$ cat src/rtl/seven_seg_pkg.sv
// Shared types and constants for the 7-segment scan controller.
//   scan_state_t : scan FSM states (IDLE, BLANK, SHOW)
//   seg_t        : 7-bit segment vector, bit 6 = segment a ... bit 0 = segment g
//   SEG_OFF      : all segments dark
package seven_seg_pkg;

    typedef enum logic [1:0] {
        IDLE  = 2'd0,
        BLANK = 2'd1,
        SHOW  = 2'd2
    } scan_state_t;

    typedef logic [6:0] seg_t;

    localparam seg_t SEG_OFF = 7'h00;

endpackage

$ cat src/rtl/seven_seg_scan_ctrl_decoder.sv
// Display_7_Seg: combinational hex-to-segment decoder.
//   i_Nibble [3:0] : hex digit 0..F
//   o_Segments [6:0] : active-high segments, bit 6 = a ... bit 0 = g
module Display_7_Seg
    import seven_seg_pkg::*;
(
    input  logic [3:0] i_Nibble,
    output logic [6:0] o_Segments
);

    seg_t seg;

    always_comb begin
        seg = SEG_OFF;
        case (i_Nibble)
            4'h0: seg = 7'h7E;
            4'h1: seg = 7'h30;
            4'h2: seg = 7'h6D;
            4'h3: seg = 7'h79;
            4'h4: seg = 7'h33;
            4'h5: seg = 7'h5B;
            4'h6: seg = 7'h5F;
            4'h7: seg = 7'h70;
            4'h8: seg = 7'h7F;
            4'h9: seg = 7'h7B;
            4'hA: seg = 7'h77;
            4'hB: seg = 7'h1F;
            4'hC: seg = 7'h4E;
            4'hD: seg = 7'h3D;
            4'hE: seg = 7'h4F;
            4'hF: seg = 7'h47;
            default: seg = SEG_OFF;
        endcase
    end

    assign o_Segments = seg;

endmodule

$ cat src/rtl/seven_seg_scan_ctrl.sv
// Time-multiplexed scan controller for a common-segment 7-segment display.
// Ports:
//   i_Clk, i_Rst       : clock, synchronous active-high reset
//   i_Enable           : scan enable; low forces all outputs off
//   i_DV, i_Data       : load strobe and hex value (digit k = i_Data[4k+3:4k])
//   i_Lz_Blank         : leading-zero blanking enable
//   o_Seg_a..o_Seg_g   : active-high segments
//   o_Dig_En           : one-hot active-high digit select
//   o_Pending          : a loaded value waits for the frame boundary
//   o_Frame            : high on the last SHOW cycle of the last digit
//   o_State            : current scan FSM state (debug)
// Load interface: i_DV is a one-cycle strobe with no back-pressure; every
// strobe is accepted, the newest value overwrites any older pending one, and
// the displayed value only changes at a frame boundary.
module seven_seg_scan_ctrl
    import seven_seg_pkg::*;
#(
    parameter int NUM_DIGITS     = 2,
    parameter int CLKS_PER_DIGIT = 25000,
    parameter int BLANK_CLKS     = 250
) (
    input  logic                    i_Clk,
    input  logic                    i_Rst,
    input  logic                    i_Enable,
    input  logic                    i_DV,
    input  logic [4*NUM_DIGITS-1:0] i_Data,
    input  logic                    i_Lz_Blank,
    output logic                    o_Seg_a,
    output logic                    o_Seg_b,
    output logic                    o_Seg_c,
    output logic                    o_Seg_d,
    output logic                    o_Seg_e,
    output logic                    o_Seg_f,
    output logic                    o_Seg_g,
    output logic [NUM_DIGITS-1:0]   o_Dig_En,
    output logic                    o_Pending,
    output logic                    o_Frame,
    output logic [1:0]              o_State
);

    localparam int CNT_MAX = (CLKS_PER_DIGIT > BLANK_CLKS) ? CLKS_PER_DIGIT : BLANK_CLKS;
    localparam int CW      = $clog2(CNT_MAX + 1);
    localparam int DW      = (NUM_DIGITS > 1) ? $clog2(NUM_DIGITS) : 1;
    localparam logic [CW-1:0] SHOW_LAST  = CW'(CLKS_PER_DIGIT - 1);
    localparam logic [CW-1:0] BLANK_LAST = CW'((BLANK_CLKS > 0) ? BLANK_CLKS - 1 : 0);
    localparam logic [DW-1:0] DIG_LAST   = DW'(NUM_DIGITS - 1);

    scan_state_t               state, next_state;
    logic [DW-1:0]             r_Dig, next_dig;
    logic [CW-1:0]             r_Cnt, next_cnt;
    logic [4*NUM_DIGITS-1:0]   r_Disp, r_Pend, next_disp;
    logic                      r_Pend_Valid;
    seg_t                      r_Seg, next_seg;
    logic [NUM_DIGITS-1:0]     r_Dig_En, next_dig_en;
    logic                      frame_last, frame_commit;
    logic [3:0]                dec_nibble;
    logic [6:0]                dec_seg;
    logic [NUM_DIGITS-1:0]     zero_above;

    // Boundary = last SHOW cycle of the last digit. A disable on that same
    // cycle wins, so nothing is committed while the scan is being stopped.
    assign frame_last   = (state == SHOW) && (r_Dig == DIG_LAST) && (r_Cnt == SHOW_LAST);
    assign frame_commit = frame_last && i_Enable;

    always_comb begin
        next_state = state;
        next_dig   = r_Dig;
        next_cnt   = r_Cnt;
        case (state)
            IDLE: begin
                next_dig = '0;
                next_cnt = '0;
                if (i_Enable) next_state = (BLANK_CLKS == 0) ? SHOW : BLANK;
            end
            BLANK: begin
                if (r_Cnt == BLANK_LAST) begin
                    next_state = SHOW;
                    next_cnt   = '0;
                end else begin
                    next_cnt = r_Cnt + 1'b1;
                end
            end
            SHOW: begin
                if (r_Cnt == SHOW_LAST) begin
                    next_cnt   = '0;
                    next_dig   = (r_Dig == DIG_LAST) ? '0 : r_Dig + 1'b1;
                    next_state = (BLANK_CLKS == 0) ? SHOW : BLANK;
                end else begin
                    next_cnt = r_Cnt + 1'b1;
                end
            end
            default: next_state = IDLE;
        endcase
        if (!i_Enable) begin
            next_state = IDLE;
            next_dig   = '0;
            next_cnt   = '0;
        end
    end

    // A strobe on the boundary cycle bypasses r_Pend and lands directly.
    always_comb begin
        next_disp = r_Disp;
        if (frame_commit) begin
            if (i_DV)              next_disp = i_Data;
            else if (r_Pend_Valid) next_disp = r_Pend;
        end
    end

    // zero_above[k] is set when nibble k and every nibble above it are zero.
    always_comb begin
        logic acc;
        zero_above = '0;
        acc        = 1'b1;
        for (int k = NUM_DIGITS - 1; k >= 0; k--) begin
            acc           = acc && (next_disp[4*k +: 4] == 4'h0);
            zero_above[k] = acc;
        end
    end

    // The decoder sees the value and digit that will be live after this edge,
    // so segments and digit select move together with the state.
    assign dec_nibble = next_disp[4*next_dig +: 4];

    Display_7_Seg u_decoder (
        .i_Nibble   (dec_nibble),
        .o_Segments (dec_seg)
    );

    always_comb begin
        next_seg    = SEG_OFF;
        next_dig_en = '0;
        if (next_state == SHOW) begin
            next_dig_en[next_dig] = 1'b1;
            if (!(i_Lz_Blank && (next_dig != '0) && zero_above[next_dig])) next_seg = dec_seg;
        end
    end

    always_ff @(posedge i_Clk) begin
        if (i_Rst) begin
            state    <= IDLE;
            r_Dig    <= '0;
            r_Cnt    <= '0;
            r_Seg    <= SEG_OFF;
            r_Dig_En <= '0;
        end else begin
            state    <= next_state;
            r_Dig    <= next_dig;
            r_Cnt    <= next_cnt;
            r_Seg    <= next_seg;
            r_Dig_En <= next_dig_en;
        end
    end

    always_ff @(posedge i_Clk) begin
        if (i_Rst) begin
            r_Disp       <= '0;
            r_Pend       <= '0;
            r_Pend_Valid <= 1'b0;
        end else begin
            r_Disp <= next_disp;
            if (frame_commit) begin
                r_Pend_Valid <= 1'b0;
            end else if (i_DV) begin
                r_Pend       <= i_Data;
                r_Pend_Valid <= 1'b1;
            end
        end
    end

    assign o_Seg_a   = r_Seg[6];
    assign o_Seg_b   = r_Seg[5];
    assign o_Seg_c   = r_Seg[4];
    assign o_Seg_d   = r_Seg[3];
    assign o_Seg_e   = r_Seg[2];
    assign o_Seg_f   = r_Seg[1];
    assign o_Seg_g   = r_Seg[0];
    assign o_Dig_En  = r_Dig_En;
    assign o_Pending = r_Pend_Valid;
    assign o_Frame   = frame_last;
    assign o_State   = state;

endmodule

$ cat config.mk
export PLATFORM = sky130hd
export DESIGN_NAME = seven_seg_scan_ctrl
export DESIGN_NICKNAME = d
export VERILOG_FILES = /design/src/rtl/seven_seg_pkg.sv /design/src/rtl/seven_seg_scan_ctrl_decoder.sv /design/src/rtl/seven_seg_scan_ctrl.sv
export SDC_FILE = /design/constraint.sdc
export NUM_CORES = 1
export LEC_CHECK = 0
export CAP_MARGIN = 20
export CORE_UTILIZATION = 30
export CTS_CLUSTER_DIAMETER = 150
export DETAILED_ROUTE_END_ITERATION = 7
export PLACE_DENSITY = 0.6
export SLEW_MARGIN = 5
export SYNTH_ARGS = -nofsm -noshare
export SYNTH_HDL_FRONTEND = slang
export SYNTH_SLANG_ARGS = --single-unit
$ cat constraint.sdc
create_clock -name i_Clk -period 3.16 [get_ports i_Clk]
set_input_delay 0.632 -clock i_Clk [delete_from_list [all_inputs] [get_ports i_Clk]]
set_output_delay 0.632 -clock i_Clk [all_outputs]
set_load 0.05 [all_outputs]
### Word level (Yosys, flattened, before mapping)

Memories as Yosys holds them, arrays and structs flattened. A register that Yosys moved wholly into a read port is not among the register bits.
Cells that the tools add are included.

* flip-flop bits (word level): 37
* bits in latches: 0
* RAM bits: 0
* bits in read-only memories: 112
* bits of input ports: 13
* output and inout bits: 13
* memories: 1

* $add $sub $neg: 2
* $mul: 0
* div/mod/pow operators: 0
* order comparisons: 2
* equality and inequality tests: 5
* shift operators: 1
* mux-type cells: 18
* bitwise operators: 3
* reductions and logical operators: 16

Memory list
* (name not given): depth 16, width 7, rd ports 1, clocked after Yosys merged registers in 1, write ports 0, line seven_seg_scan_ctrl_decoder.sv:15 `case (i_Nibble)`

Operator list (count)
* $pmux W15 S3: 1
* $mux W15: 2
* $mux W8: 3
* $add A15 B1 Y15 const B: 1
* $eq A15 B15 Y1 const B: 1
* $eq A15 B8 Y1 const B: 1
* $logic_not A4 Y1: 2
* $shiftx A8 B4 Y4: 1
* $logic_and A1 B1 Y1: 7
* $mux W1: 6
* $mux W2: 3
* $pmux W2 S3: 1
* $reduce_or A2 Y1: 3
* $eq A2 B2 Y1 const B: 2
* $not A1 Y1: 3
* $reduce_bool A3 Y1: 1
* $reduce_or A3 Y1: 1
* $eq A2 B1 Y1 const B: 1
* $logic_not A2 Y1: 1
* $lt A1 B2 Y1 const B: 1
* $pmux W1 S2: 1
* $reduce_and A2 Y1: 1
* $add A1 B1 Y1 const B: 1
* $demux W1 S1: 1
* $ge A1 B1 Y1 const B: 1

### Logic depth before layout (Yosys ltp)

Gate-level depths: netlist (run 1).

* depth in word-level cells: 11
* mapped depth: 15

### Hierarchy

Synthesis (run 1) repeated with hierarchy kept, for this count alone.

* cell total of the unflattened synthesis: 296
* area, all modules: 2617.5 um^2

Modules (own cells, without submodules)
* seven_seg_scan_ctrl: times used 1, cells each 263, area an instance 2329.7 um^2, sequential area each 880.8 um^2
* Display_7_Seg: times used 1, cells each 33, area an instance 287.8 um^2, sequential area each 0.0 um^2

### Least setup slack after synthesis (run 1)

OpenSTA, ideal clock, no wires.

* path kind: reg2reg
* from: register state[0] (netlist: o_State[0])
* to: register r_Seg[1]
* setup time: 0.086 ns
* data arrival time: 3.274 ns
* data required time: 3.074 ns
* setup slack: -0.200 ns
* stages on the path, launching flop included: 15
* cells stage by stage: dfxtp_1 > inv_1 > ha_1 > and3_1 > and4_1 > buf_4 > buf_4 > and2_1 > a221o_1 > mux2i_1 > inv_1 > ha_1 > a21oi_1 > a211oi_1 > a211oi_1

* word-level cells in the longest chain between the ends: 11
* elaborated cells on any way between the ends: 24

RTL lines
* start: declaration: line seven_seg_scan_ctrl.sv:48 `scan_state_t state, next_state;`
* start signal: assignment: line seven_seg_scan_ctrl.sv:147 `state <= next_state;`
* $eq A2 B2 Y1: line seven_seg_scan_ctrl.sv:62, seven_seg_scan_ctrl.sv:69
* $logic_and A1 B1 Y1 (2 in series): line seven_seg_scan_ctrl.sv:62 `assign frame_last = (state == SHOW) && (r_Dig == DIG_LAST) && (r_Cnt == SHOW_LAST);`
* $logic_and A1 B1 Y1: line seven_seg_scan_ctrl.sv:63 `assign frame_commit = frame_last && i_Enable;`
* $mux W8: line seven_seg_scan_ctrl.sv:104 `if (frame_commit) begin`
* $logic_not A4 Y1: line seven_seg_scan_ctrl.sv:116 `acc = acc && (next_disp[4*k +: 4] == 4'h0);`
* $logic_and A1 B1 Y1: line seven_seg_scan_ctrl.sv:116
* $mux W1 (not written as such) (2 in series): line seven_seg_scan_ctrl.sv:135 `if (!(i_Lz_Blank && (next_dig != '0) && zero_above[next_dig])) next_seg = dec_seg;`
* $logic_and A1 B1 Y1: line seven_seg_scan_ctrl.sv:135
* $reduce_or A3 Y1 (no source line)
* end: declaration: line seven_seg_scan_ctrl.sv:53 `seg_t r_Seg, next_seg;`

Parallel ways exist; a longest one is shown, timed or not. The select of a mux whose other input is x is not followed.
A chain may end at the register's enable or synchronous reset.

### Final worst setup path (run 1)

* from: register r_Cnt[1]
* to: register r_Seg[6]

* word-level cells in the longest chain between the ends: 10
* elaborated cells on any way between the ends: 23

RTL lines
* start: declaration: line seven_seg_scan_ctrl.sv:50 `logic [CW-1:0] r_Cnt, next_cnt;`
* start signal: assignment: line seven_seg_scan_ctrl.sv:149 `r_Cnt <= next_cnt;`
* $eq A15 B15 Y1: line seven_seg_scan_ctrl.sv:62, seven_seg_scan_ctrl.sv:84
* $logic_and A1 B1 Y1: line seven_seg_scan_ctrl.sv:62
* $logic_and A1 B1 Y1: line seven_seg_scan_ctrl.sv:63
* $mux W8: line seven_seg_scan_ctrl.sv:104
* $logic_not A4 Y1: line seven_seg_scan_ctrl.sv:116
* $logic_and A1 B1 Y1: line seven_seg_scan_ctrl.sv:116
* $mux W1 (not written as such) (2 in series): line seven_seg_scan_ctrl.sv:135
* $logic_and A1 B1 Y1: line seven_seg_scan_ctrl.sv:135
* $reduce_or A3 Y1 (no source line)

Parallel ways exist; a longest one is shown, timed or not. The select of a mux whose other input is x is not followed.

==> results of run 1 <==
sequential cells by signal (all words and copies together), names as in the netlist:
signal     cells
r_Cnt         15
r_Disp         8
r_Pend         8
r_Seg          7
o_Dig_En       2
o_State        2
o_Pending      1
r_Dig          1
cells in the mapped netlist (all sizes together), types with 2 or more instances:
master	instances	area [um^2]
a221o	2	20.0
a21boi	3	26.3
and4	2	17.5
mux2i	9	90.1
o22a	3	26.3
o31a	5	52.6
a31o	2	17.5
nand4	6	37.5
o21ai	8	40.0
o41ai	2	17.5
nor2b	5	31.3
ha	14	175
a311oi	2	17.5
a21o	2	15.0
nand2	23	88.8
nor3	9	45.0
a21oi	12	60.1
clkbuf	6	22.5
xnor2	5	43.8
nor2	40	150
buf	4	27.5
o31ai	3	22.5
and2	6	37.5
and3	7	43.8
nand3	19	95.1
mux2	2	22.5
a211oi	4	35.0
inv	8	30.0
xor2	7	61.3
dfxtp	44	881
a31oi	5	31.3
kinds of logic (layout without fill, tap and decap cells):
family | after synthesis | count (layout) | synth area share [%]
simple gates | 125 | 125 | 26.3
compound gates | 60 | 60 | 18.0
flops | 44 | 44 | 36.2
buf+inv | 18 | 57 | 3.29
fa+ha+maj | 14 | 14 | 7.20
xor+xnor | 12 | 12 | 4.32
mux | 11 | 11 | 4.63
what timing repair did:
| action | 4_1_cts | 5_1_grt |
|---|---|---|
| setup buffers | 0 | 1 |
| gates resized for setup | 0 | 4 |
| hold buffers | 0 | 0 |
| setup endpoints to repair | 0 | 6 |
where the power goes:
group,switching [uW],leakage [uW],internal [uW],total (uW)
combinational,32.1,0.000768,30.1,62.2
sequential,7.73,0.000357,562,569
clock,189,0.0000400,150,339
total,229,0.00117,742,971
through the flow:
| step | total power, uW | cell area [um^2] |
|---|---|---|
| floorplan | 611 | 2440 |
| global placement | 644 | 2890 |
| detailed placement | 645 | 2890 |
| CTS | 985 | 2980 |
| global route | 1020 | 2990 |
| finish | 971 | 2990 |
worst min-delay path: stages, from the launching register on:
cell     delay, ns
dfxtp_1       0.32
nand2_1       0.05
a21oi_1       0.05
layer usage:
layer,vias to the layer above,global-route usage (%),wire length [um]
li1,1101,-,-
met1,969,18.0,2760
met2,33,25.2,2710
met3,7,2.82,176
met4,0,4.69,70
met5,-,0,0
layout make-up:
type | count | area share (%)
Sequential cell | 44 | 29.5
Multi-Input combinational cell | 222 | 49.5
Timing Repair Buffer | 42 | 13.0
Tap cell | 102 | 4.26
Clock buffer | 5 | 2.30
Inverter | 8 | 1.00
Clock inverter | 2 | 0.418
path summary, 6_finish.rpt:
kind	startpoint	to	slack, ns	depth (start not counted)
setup / recovery	r_Cnt[1]	r_Seg[6]	0.27	10
hold / removal	r_Pend[0]	r_Pend[0]	0.46	2
setup reg to reg	r_Cnt[1]	r_Seg[6]	0.27	10
hold reg to reg	r_Pend[0]	r_Pend[0]	0.46	2
==> run summary, run 1 <==
In the synthesized netlist the dominant register cell turns out to be dfxtp_1. The count of port buffers added during placement is 25. The count of nets left with antenna violations once routing finished came out at 0.

The chip width is 92.1 um. Cells with a size suffix above 1 make up between 10% and 20% of the layout. The final cell count without fillers is 425. The leakage component of the power is 0.00117 uW.

The die area came out at 8480 um^2. The number of instances in the synthesized netlist is 284. The path class of the tightest hold or removal check is reg -> reg.

The final worst slack came out at 0.268 ns. The worst IR drop on VDD is 0.000211 V. The longest clock path from root to sink contains 2 buffers.

The area of the placeable core is 7770 um^2. The mapped netlist covers 2430 um^2. The synthesized netlist contains 52 unique library cells. Clock latency on the worst-skew pair, taken at its later pin, is approximately 0.30 ns. The global placement routability congestion came out at roughly 0.85. The placed wire-length estimate after detailed placement is 4440 um.

The final routed DRC violation total came out at 0. The number of placement rows is 32. The routed wire length per instance came out at between 10 and 15 um. The Yosys step of the flow raised 0 warnings.

After the first detailed-routing iteration, the DRC count stood at 76. The initial antenna violation count is 0. In this run the vertical extent of the chip is 92.1 um. The worst setup path is of the reg -> reg kind. The maximum fanout count along the critical path is 11. The flow ran to the end, and the final reports show no timing, DRC or antenna violations. The I/O pin count is 26.

The routed via count came out at about 2100. The top cell types in the final layout, fill and taps aside, are 42 x dfxtp_1, 40 x nor2_1, 24 x clkdlybuf4s50_1. The cell family contributing the most delay on the critical path is simple AND/OR/NAND/NOR gates. The actual slew at the worst max-slew pin came out at approximately 0.53 ns. The number of H-tree branching levels is 2. The final critical-path required period came out at slightly below 3 ns. The via count normalized by instance count came out at 4.96. TritonCTS built the clock tree. Relative to the synthesized area, the layout overhead comes to 23.0%. The count of inserted antenna diode cells is 0. Leaving out fill and tap cells, the most frequent cell in the layout is dfxtp_1. The number of flops mapped to enable cells by yosys is 0. The worst hold slack across all endpoints is approximately 0.46 ns. Clock-pin slew was measured on the worst setup and hold paths at 0.09 ns. The final cell utilization of the core came out at 38.5%.

The clock sink count is 44. The worst setup path is captured at a flop. Timing would allow up to about 350 MHz. The final count of hold timing violations is 0. STA classifies the critical path startpoint as a flop.

The number of buffer and inverter instances along the worst setup path is 2. After synthesis, the mean cell area works out to between 8 and 9 um^2. The first global-routing pass estimated 9880 um of wire. The fraction of the cycle the final worst path needs is 91.5%. The total overflow reported by the global router is 0. For this design, the slowest cell found on the critical path is dfxtp_1.

For the final database, setup skew stands at 0.0108 ns. The tree is rooted in a clkbuf_8. At the worst endpoint, the arrival time is 3.08 ns.

Timing analysis after detailed placement gives a worst setup slack of 0.0672 ns. The number of max-capacitance violations reported came out at 0. The total negative slack for setup checks came out at 0 ns. The data required time at the worst endpoint came out at ~3.4 ns. The count of placed standard cells including taps is between 400 and 500. Walking the worst path, the cells encountered are ha_1 -> nor4bb_4 -> and4_4 -> mux2i_1 -> buf_4 -> mux2i_1 -> buf_4 -> ha_1 -> a21oi_1 -> o31a_1.

The cell area power density is 324 nW/um^2. The max-slew violation total from the final report came to 0. The async set or reset register ratio after synthesis is 0%. The first-pass detailed-route iteration total came out at 4. The effective utilization at floorplan came out at 31.3%.

Entering global routing, the biggest net connects 17 pins. The number of nets at the end of the flow came out at 350. For this run, the register share of the synthesized area comes to 36.2%. The number of buffers created by CTS came out at 5. The number of setup violations in the final report is 0. The total nets after synthesis is 311. The multi-input logic area came out at approximately 1500 um^2. Across the whole layout, storage elements account for roughly 880 um^2. The number of storage elements in the synthesis netlist is 44. In the global route stage, overall resource usage came out at between 10 and 15%.

The relative max-transition margin is 64.7%. The number of global-route vias before repair is between 2000 and 2500. The largest stage delay on the critical path came out at 0.40 ns.

Wires add up to 5720 um. After filler insertion, the fill cell instance count of the layout stands at between 800 and 900.
Power figures use the tool's default switching activity.
==> run 2, diff against run 1 <==
--- a/config.mk
+++ b/config.mk
@@ -14,3 +14,4 @@
 export SYNTH_ARGS = -nofsm -noshare
 export SYNTH_HDL_FRONTEND = slang
 export SYNTH_SLANG_ARGS = --single-unit
+export TNS_END_PERCENT = 100
==> results of run 2 <==
Same layout as run 1: the final DEF is identical, and so are final timing and power.
